<file path="src/rtl/rvfi_bus_dmem_monitor.sv">
// Passive data-memory bus observer: pairs accepted requests with in-order
// responses and emits one registered RVFI bus record per completed transfer.
module rvfi_bus_dmem_monitor #(
    parameter int XLEN   = 32,
    parameter int BUSLEN = 32,
    parameter int DEPTH  = 4
) (
    input  logic                       clock,
    input  logic                       resetn,
    input  logic                       mem_valid,
    input  logic                       mem_ready,
    input  logic [XLEN-1:0]            mem_addr,
    input  logic [BUSLEN/8-1:0]        mem_rmask,
    input  logic [BUSLEN/8-1:0]        mem_wmask,
    input  logic [BUSLEN-1:0]          mem_wdata,
    input  logic                       mem_rsp_valid,
    input  logic [BUSLEN-1:0]          mem_rsp_rdata,
    input  logic                       mem_rsp_fault,
    output logic                       rvfi_bus_valid,
    output logic                       rvfi_bus_insn,
    output logic                       rvfi_bus_data,
    output logic                       rvfi_bus_fault,
    output logic [XLEN-1:0]            rvfi_bus_addr,
    output logic [BUSLEN/8-1:0]        rvfi_bus_rmask,
    output logic [BUSLEN-1:0]          rvfi_bus_rdata,
    output logic [BUSLEN/8-1:0]        rvfi_bus_wmask,
    output logic [BUSLEN-1:0]          rvfi_bus_wdata,
    output logic [$clog2(DEPTH+1)-1:0] outstanding,
    output logic                       proto_err
);
    localparam int MW = BUSLEN / 8;
    localparam int PW = (DEPTH > 1) ? $clog2(DEPTH) : 1;
    localparam int CW = $clog2(DEPTH + 1);

    // Request FIFO storage; contents are don't-care once popped or reset.
    logic [XLEN-1:0]   fifo_addr_q  [DEPTH];
    logic [MW-1:0]     fifo_rmask_q [DEPTH];
    logic [MW-1:0]     fifo_wmask_q [DEPTH];
    logic [BUSLEN-1:0] fifo_wdata_q [DEPTH];

    logic [PW-1:0] wr_ptr_q, rd_ptr_q;
    logic [CW-1:0] count_q, count_d;
    logic          err_q;

    logic              rec_valid_q, rec_fault_q;
    logic [XLEN-1:0]   rec_addr_q;
    logic [MW-1:0]     rec_rmask_q, rec_wmask_q;
    logic [BUSLEN-1:0] rec_rdata_q, rec_wdata_q;

    logic              accept, has_mask, empty, full, push, pop, viol;
    logic [BUSLEN-1:0] rdata_masked;

    function automatic logic [PW-1:0] ptr_inc(input logic [PW-1:0] p);
        return (p == PW'(DEPTH - 1)) ? '0 : p + PW'(1);
    endfunction

    assign accept   = mem_valid && mem_ready;
    assign has_mask = |(mem_rmask | mem_wmask);
    assign empty    = (count_q == '0);
    assign full     = (count_q == CW'(DEPTH));
    // A response never matches a request accepted in the same cycle.
    assign pop      = mem_rsp_valid && !empty;
    assign push     = accept && has_mask && (!full || pop);
    assign viol     = (accept && !has_mask)
                    || (accept && has_mask && full && !pop)
                    || (mem_rsp_valid && empty);

    always_comb begin
        rdata_masked = '0;
        for (int i = 0; i < MW; i++)
            if (fifo_rmask_q[rd_ptr_q][i])
                rdata_masked[8*i +: 8] = mem_rsp_rdata[8*i +: 8];
    end

    always_comb begin
        case ({push, pop})
            2'b10:   count_d = count_q + CW'(1);
            2'b01:   count_d = count_q - CW'(1);
            default: count_d = count_q;
        endcase
    end

    always_ff @(posedge clock) begin
        if (push) begin
            fifo_addr_q[wr_ptr_q]  <= mem_addr;
            fifo_rmask_q[wr_ptr_q] <= mem_rmask;
            fifo_wmask_q[wr_ptr_q] <= mem_wmask;
            fifo_wdata_q[wr_ptr_q] <= mem_wdata;
        end
    end

    always_ff @(posedge clock or negedge resetn) begin
        if (!resetn) begin
            wr_ptr_q    <= '0;
            rd_ptr_q    <= '0;
            count_q     <= '0;
            err_q       <= 1'b0;
            rec_valid_q <= 1'b0;
            rec_fault_q <= 1'b0;
            rec_addr_q  <= '0;
            rec_rmask_q <= '0;
            rec_wmask_q <= '0;
            rec_rdata_q <= '0;
            rec_wdata_q <= '0;
        end else begin
            if (push) wr_ptr_q <= ptr_inc(wr_ptr_q);
            if (pop)  rd_ptr_q <= ptr_inc(rd_ptr_q);
            count_q     <= count_d;
            err_q       <= err_q | viol;
            rec_valid_q <= pop;
            rec_fault_q <= pop & mem_rsp_fault;
            rec_addr_q  <= pop ? fifo_addr_q[rd_ptr_q]  : '0;
            rec_rmask_q <= pop ? fifo_rmask_q[rd_ptr_q] : '0;
            rec_wmask_q <= pop ? fifo_wmask_q[rd_ptr_q] : '0;
            rec_wdata_q <= pop ? fifo_wdata_q[rd_ptr_q] : '0;
            rec_rdata_q <= pop ? rdata_masked           : '0;
        end
    end

    assign rvfi_bus_valid = rec_valid_q;
    assign rvfi_bus_insn  = 1'b0;
    assign rvfi_bus_data  = rec_valid_q;
    assign rvfi_bus_fault = rec_fault_q;
    assign rvfi_bus_addr  = rec_addr_q;
    assign rvfi_bus_rmask = rec_rmask_q;
    assign rvfi_bus_rdata = rec_rdata_q;
    assign rvfi_bus_wmask = rec_wmask_q;
    assign rvfi_bus_wdata = rec_wdata_q;
    assign outstanding    = count_q;
    assign proto_err      = err_q;

endmodule

</file>
<file path="config.mk">
export PLATFORM = sky130hd
export DESIGN_NAME = rvfi_bus_dmem_monitor
export DESIGN_NICKNAME = d
export VERILOG_FILES = /design/src/rtl/rvfi_bus_dmem_monitor.sv
export SDC_FILE = /design/constraint.sdc
export NUM_CORES = 1
export LEC_CHECK = 0
export ABC_AREA = 1
export CAP_MARGIN = 20
export CORE_ASPECT_RATIO = 0.5
export CORE_MARGIN = 10
export CORE_UTILIZATION = 54
export DETAILED_ROUTE_END_ITERATION = 6
export PLACE_DENSITY_LB_ADDON = 0.1
export SLEW_MARGIN = 20
export SYNTH_ARGS = -nofsm -noshare
export SYNTH_HDL_FRONTEND = slang
export SYNTH_SLANG_ARGS = --single-unit
</file>
<file path="constraint.sdc">
create_clock -name clock -period 5.91 [get_ports clock]
set_clock_uncertainty 0.05 [all_clocks]
set_input_delay 1.182 -clock clock [delete_from_list [all_inputs] [get_ports clock]]
set_output_delay 1.182 -clock clock [all_outputs]
set_load 0.005 [all_outputs]
</file>
**After elaboration in Yosys (flattened, before gate mapping)**

Memories as Yosys holds them, arrays and structs flattened.
Cells that the tools add are included.

- Latch bits: 0
- Logic and storage cells: 59
- Bits in writable memories: 288
- Bits in registers: 114
- Memories: 4
- Bits in read-only memories: 0
- Input bits: 110

Memory list:

| memory | depth | width | read ports | clocked after Yosys merged registers in | write ports | line | RTL |
|---|---|---|---|---|---|---|---|
| fifo_addr_q | 4 | 32 | 1 | 0 | 1 | 36 | `logic [XLEN-1:0] fifo_addr_q [DEPTH];` |
| fifo_wdata_q | 4 | 32 | 1 | 0 | 1 | 39 | `logic [BUSLEN-1:0] fifo_wdata_q [DEPTH];` |
| fifo_rmask_q | 4 | 4 | 1 | 0 | 1 | 37 | `logic [MW-1:0] fifo_rmask_q [DEPTH];` |
| fifo_wmask_q | 4 | 4 | 1 | 0 | 1 | 38 | `logic [MW-1:0] fifo_wmask_q [DEPTH];` |

- Multiplexer cells: 14
- Bitwise operators: 3
- Add/sub/neg operators: 4
- Shifts and indexed selects: 0
- Eq/ne operators: 5
- Reduce and logical (&&, ||, !) cells: 18
- Div/mod/pow operators: 0
- Multiply operators: 0
- $lt $le $gt $ge: 0

Operators with widths:

| kind | count |
|---|---|
| 32-bit 2-to-1 mux | 3 |
| 8-bit 2-to-1 mux | 4 |
| 1-bit logical AND | 8 |
| 4-bit 2-to-1 mux | 2 |
| 2-bit == test (second input constant) | 3 |
| 3-bit one-hot mux with 2 select lines | 1 |
| 2-bit by 1-bit adder with 2-bit output (second input constant) | 2 |
| 1-bit logical NOT | 4 |
| 2-bit 2-to-1 mux | 2 |
| 4-bit OR | 1 |
| 4-bit OR reduction | 1 |
| 3-bit by 1-bit adder with 3-bit output (second input constant) | 1 |
| 3-bit == test (second input constant) | 1 |
| 3-bit logical NOT | 1 |
| 1-bit logical OR | 3 |
| 3-bit by 1-bit subtractor with 3-bit output (second input constant) | 1 |
| 2-bit by 1-bit == test with 1-bit output (second input constant) | 1 |
| 1-bit 2-to-1 mux | 2 |
| 2-bit nonzero test | 1 |
| 1-bit AND | 1 |
| 1-bit OR | 1 |

**Depth between registers and ports, before layout**

- Depth after elaboration: 8
- Gate-level depth with buffers: 14
- Mapped depth without buffers: 14

**Worst setup path after synthesis**

OpenSTA, ideal clock, no wires.

- Kind: input-to-reg
- Start point: input mem_rmask[0]
- End point: memory fifo_addr_q[0][0], enable pin
- Data required time: 5.357 ns
- Slack: 0.718 ns
- Library setup time: 0.503 ns
- Buffers on the path: 0
- Stages on the path: 6
- Data arrival time: 4.639 ns
- Cell sequence: inv_1 > nand2_1 > nor2_1 > nand2_1 > nand3_1 > nor2_1

- Longest elaborated chain between the ends: 6

Ends and longest elaborated chain:

| item | line | RTL |
|---|---|---|
| start: declaration | 13 | `input logic [BUSLEN/8-1:0] mem_rmask,` |
| 4-bit OR | 58 | `assign has_mask = \|(mem_rmask \| mem_wmask);` |
| 4-bit OR reduction | 58 |  |
| 1-bit logical AND (2 in a row) | 63 | `assign push = accept && has_mask && (!full \|\| pop);` |
| 1-bit 2-to-1 mux | 84 | `if (push) begin` |
| 1-bit 2-to-1 mux (not written as such) | 85 | `fifo_addr_q[wr_ptr_q] <= mem_addr;` |
| end: declaration | 36 |  |

Every way passes these cells.

**Worst setup path in the final report**

- Start point: input mem_wmask[1]
- End point: memory fifo_wdata_q[3][17], enable pin

- Longest elaborated chain between the ends: 6

Ends and longest elaborated chain:

| item | line | RTL |
|---|---|---|
| start: declaration | 14 | `input logic [BUSLEN/8-1:0] mem_wmask,` |
| 4-bit OR | 58 |  |
| 4-bit OR reduction | 58 |  |
| 1-bit logical AND (2 in a row) | 63 |  |
| 1-bit 2-to-1 mux | 84 |  |
| 1-bit 2-to-1 mux (not written as such) | 88 | `fifo_wdata_q[wr_ptr_q] <= mem_wdata;` |
| end: declaration | 39 |  |

Every way passes these cells.

==> impl_metrics.toml <==
[cells_and_area]
layout.cells.non_filler = 1689
area_growth_pct = 25.0
final_layout_fill_cell_count = 1852
area_of_all_sequential_standard_cells_um2 = 11500
finalNetCount = 1428
antenna_cells = 0
final_layout_size_suffix_gt1_share_pct = 8.00
multi_input_area_um2 = 2690

[synthesis]
synth_nets = 1216
synth_most_common_cell = "sky130_fd_sc_hd__nor2_1"
ys_types = 27
number_of_synthesized_register_bits = 402
syn_avg_cell_area_um2 = 13.3
synth_edf_count = 288
synth_top_area_share_pct = 58.9
synth_warnings = 0
yosys.area.top_type = "sky130_fd_sc_hd__edfxtp_1"
netlist_area_um2 = 14700
synth-main-ff-cell = "sky130_fd_sc_hd__edfxtp_1"
synth.top_cells.by_area = "sky130_fd_sc_hd__edfxtp_1 59%, sky130_fd_sc_hd__dfrtp_1 19%, sky130_fd_sc_hd__nor2_1 7.5%, sky130_fd_sc_hd__o21ai_0 3.2%, sky130_fd_sc_hd__a21oi_1 2.5%"
synth_seq_area_share_pct = 78.4
netlist_top_cells_count = "295 x sky130_fd_sc_hd__nor2_1, 288 x sky130_fd_sc_hd__edfxtp_1, 114 x sky130_fd_sc_hd__dfrtp_1"
synth_cells = 1100
async_set_reset_flop_share_out_of_synthesis_pct = 28.4

[clock_tree]
post_cts_buffers = 0
clock_sink_count = 402
number_of_hold_buffers_added_after_cts = 0
cts.path.max_buffers = 3
clkLatencyLatePin_ns = 0.51
postCtsResizedCells = 0
cts_root_buffer = "sky130_fd_sc_hd__clkbuf_16"
tritoncts.num_buffers = 35
htree_levels = 2
worst_setup_hold_path_clk_slew_ns = 0.06
clock_tree_from_tritoncts = "done"

[flow_run]
cap_viol_max_count = 0

[route]
drt-total-wl_um = 32700
ant_nets = 0
drt_first_pass_iters = 7
drc = 4
detailroute.wirelength.met3_um = 1930
vias_per_cell = 5.26
dr.first_iter.drc_count = 759
wl_met2_um = 16600
wire_per_inst_um = 19.4
top_layer = "met4"
num_vias = 8880
m1WireLength_um = 13800

[floorplanning]
die_y_um = 137
die_w_um = 253
floorplan.die_area_um2 = 34600
floorplan.core_area_um2 = 26600
ios = 222
placementRows = 42
start_util_pct = 55.2

[global_route]
grt.total_usage_pct = 18.5
number_of_global_route_vias_before_repair = 9013
grt_max_degree = 93
antenna_found_initial = 0
grt_remaining_overflow = 0
first_pass_grt_wire_length_um = 50500

[worst_setup_path]
crit_path_start_kind = "input pin"
worst_path_max_delay_cell = "sky130_fd_sc_hd__buf_4"
reg2reg_from = "outstanding[0]$_DFFE_PN0P_"
critPathMaxFanout = 69
timing.critical_path.arrival_ns = 3.67
wp_data_required_ns = 5.99
critPathMaxStageDelay_ns = 0.84
timing.critical_path.cells = "clkdlybuf4s50_1, inv_1, nand2_1, nor2_1, nand2_1, nand3_1, nor2_4, buf_4"
type_of_the_setup_path_with_the_least_slack = "in -> reg"
startpoint = "mem_wmask[1]"
timing.critical_path.to_type = "flip-flop"
crit_top_cell = "sky130_fd_sc_hd__nand2_1"

[pwr]
p_comb_share_pct = 26.0
leakage_nw = 6.90
power.switching_fraction_pct = 29.9
irDropWorstVdd_mv = 0.234
finalPower_mw = 8.34
power.density_nw_per_um2 = 454
p_int_mw = 5.85
share_seq_of_total_power_pct = 45.9
clock_power_share_pct = 28.1
p_sw_mw = 2.49

[timing]
hold_slack_ns = 0.481
final-setup-viol-count = 0
rsz_0062_raised_after_global_routing = "false"
slew_headroom_pct = 26.6
final_clock_period_utilization_by_the_worst_path_pct = 60.7
worst-slew-pin-transition_ns = 1.10
min_period_ns = 3.59
report.final.hold_viol_count = 0
setup-tns-final_ns = 0
slew_viol_final = 0
max_freq_mhz = 279

[min_path]
min_from = "fifo_wdata_q[3][27]$_DFFE_PP_"
hold_path.class = "reg -> reg"

[status]
violations = "design-rule violations"
outcome = "finished with violations"

[placed_design]
dp.final_hpwl_um = 19600
placed_cells_incl_taps = 1627
numPortBuffers = 220
place_congestion = 0.820
flip-flops by register name, indices dropped and copies added, names as in the netlist:
signal          count
fifo_addr_q       128
fifo_rmask_q       16
fifo_wdata_q      128
fifo_wmask_q       16
outstanding         3
proto_err           1
rd_ptr_q            2
rvfi_bus_addr      32
rvfi_bus_data       1
rvfi_bus_fault      1
rvfi_bus_rdata     32
rvfi_bus_rmask      4
rvfi_bus_wdata     32
rvfi_bus_wmask      4
wr_ptr_q            2
stage by stage:
step | worst slack, ns | area [um2] | utilization, %
final | 2.32 | 18300 | 69.0
after global routing | 2.11 | 18300 | 69.0
after CTS | 2.34 | 18300 | 69.0
after detailed placement | 1.81 | 17200 | 64.6
after global placement | 1.87 | 17200 | 64.6
after floorplan | 0.718 | 14700 | -
metal layers:
layer / track usage [%] / vias up
met5: 0 / -
met3: 3.80 / 34
met4: 4.12 / 0
met2: 32.8 / 253
met1: 23.4 / 4410
li1: - / 4183
worst paths after layout:
check	to	slack (ns)	cells after the start
setup / recovery	fifo_wdata_q[3][17]$_DFFE_PP_	2.32	8
hold / removal	rvfi_bus_wdata[27]$_DFF_PN0_	0.48	2
setup reg to reg	outstanding[2]$_DFFE_PN0P_	3.06	13
hold reg to reg	rvfi_bus_wdata[27]$_DFF_PN0_	0.48	2
max in group asynchronous	rvfi_bus_wdata[17]$_DFF_PN0_	4.09	2
min in group asynchronous	rvfi_bus_rdata[27]$_DFF_PN0_	0.61	1
critical path, delay by kind of cell:
family | cells | cell delay (ns)
buffers and inverters | 3 | 1.47
and+or+nand+nor | 5 | 0.93
power groups by stage:
stage	sequential (mW)	clock, mW	combinational, mW
final	3.82	2.34	2.17
after global routing	3.87	2.50	2.41
after CTS	3.83	2.38	2.21
after detailed placement	3.89	0	2.19
after global placement	3.86	0	2.14
after floorplan	3.74	0	1.27
cell usage in the layout (no fill, tap or decap), types with 5 or more instances in the layout:
master / count
sky130_fd_sc_hd__inv_1: 53
sky130_fd_sc_hd__nor2_2: 27
sky130_fd_sc_hd__dfrtp_1: 112
sky130_fd_sc_hd__ha_1: 5
sky130_fd_sc_hd__o21ai_0: 94
sky130_fd_sc_hd__buf_4: 8
sky130_fd_sc_hd__o21ai_1: 53
sky130_fd_sc_hd__clkbuf_16: 37
sky130_fd_sc_hd__clkdlybuf4s50_1: 219
sky130_fd_sc_hd__nand2_1: 20
sky130_fd_sc_hd__edfxtp_1: 288
sky130_fd_sc_hd__a21oi_1: 72
sky130_fd_sc_hd__clkbuf_1: 13
sky130_fd_sc_hd__nor2_1: 291
final cells by class:
class	instances	area share, %
sequential	402	62.7
multi-input combinational	583	14.7
timing repair buffer	230	12.6
clock buffer	54	5.61
tap	352	2.40
inverter	60	1.26
clock inverter	8	0.757
kinds of logic after synthesis:
family / share of synthesized area (%)
AO/OA/AOI/OAI: 7.77
XOR/XNOR: 0.0597
adder cells (fa/ha/maj): 0.563
buffers and inverters: 3.50
flip-flops: 78.4
other: 0.0256
AND/OR/NAND/NOR: 9.70
(Power assumes the default switching activity.)
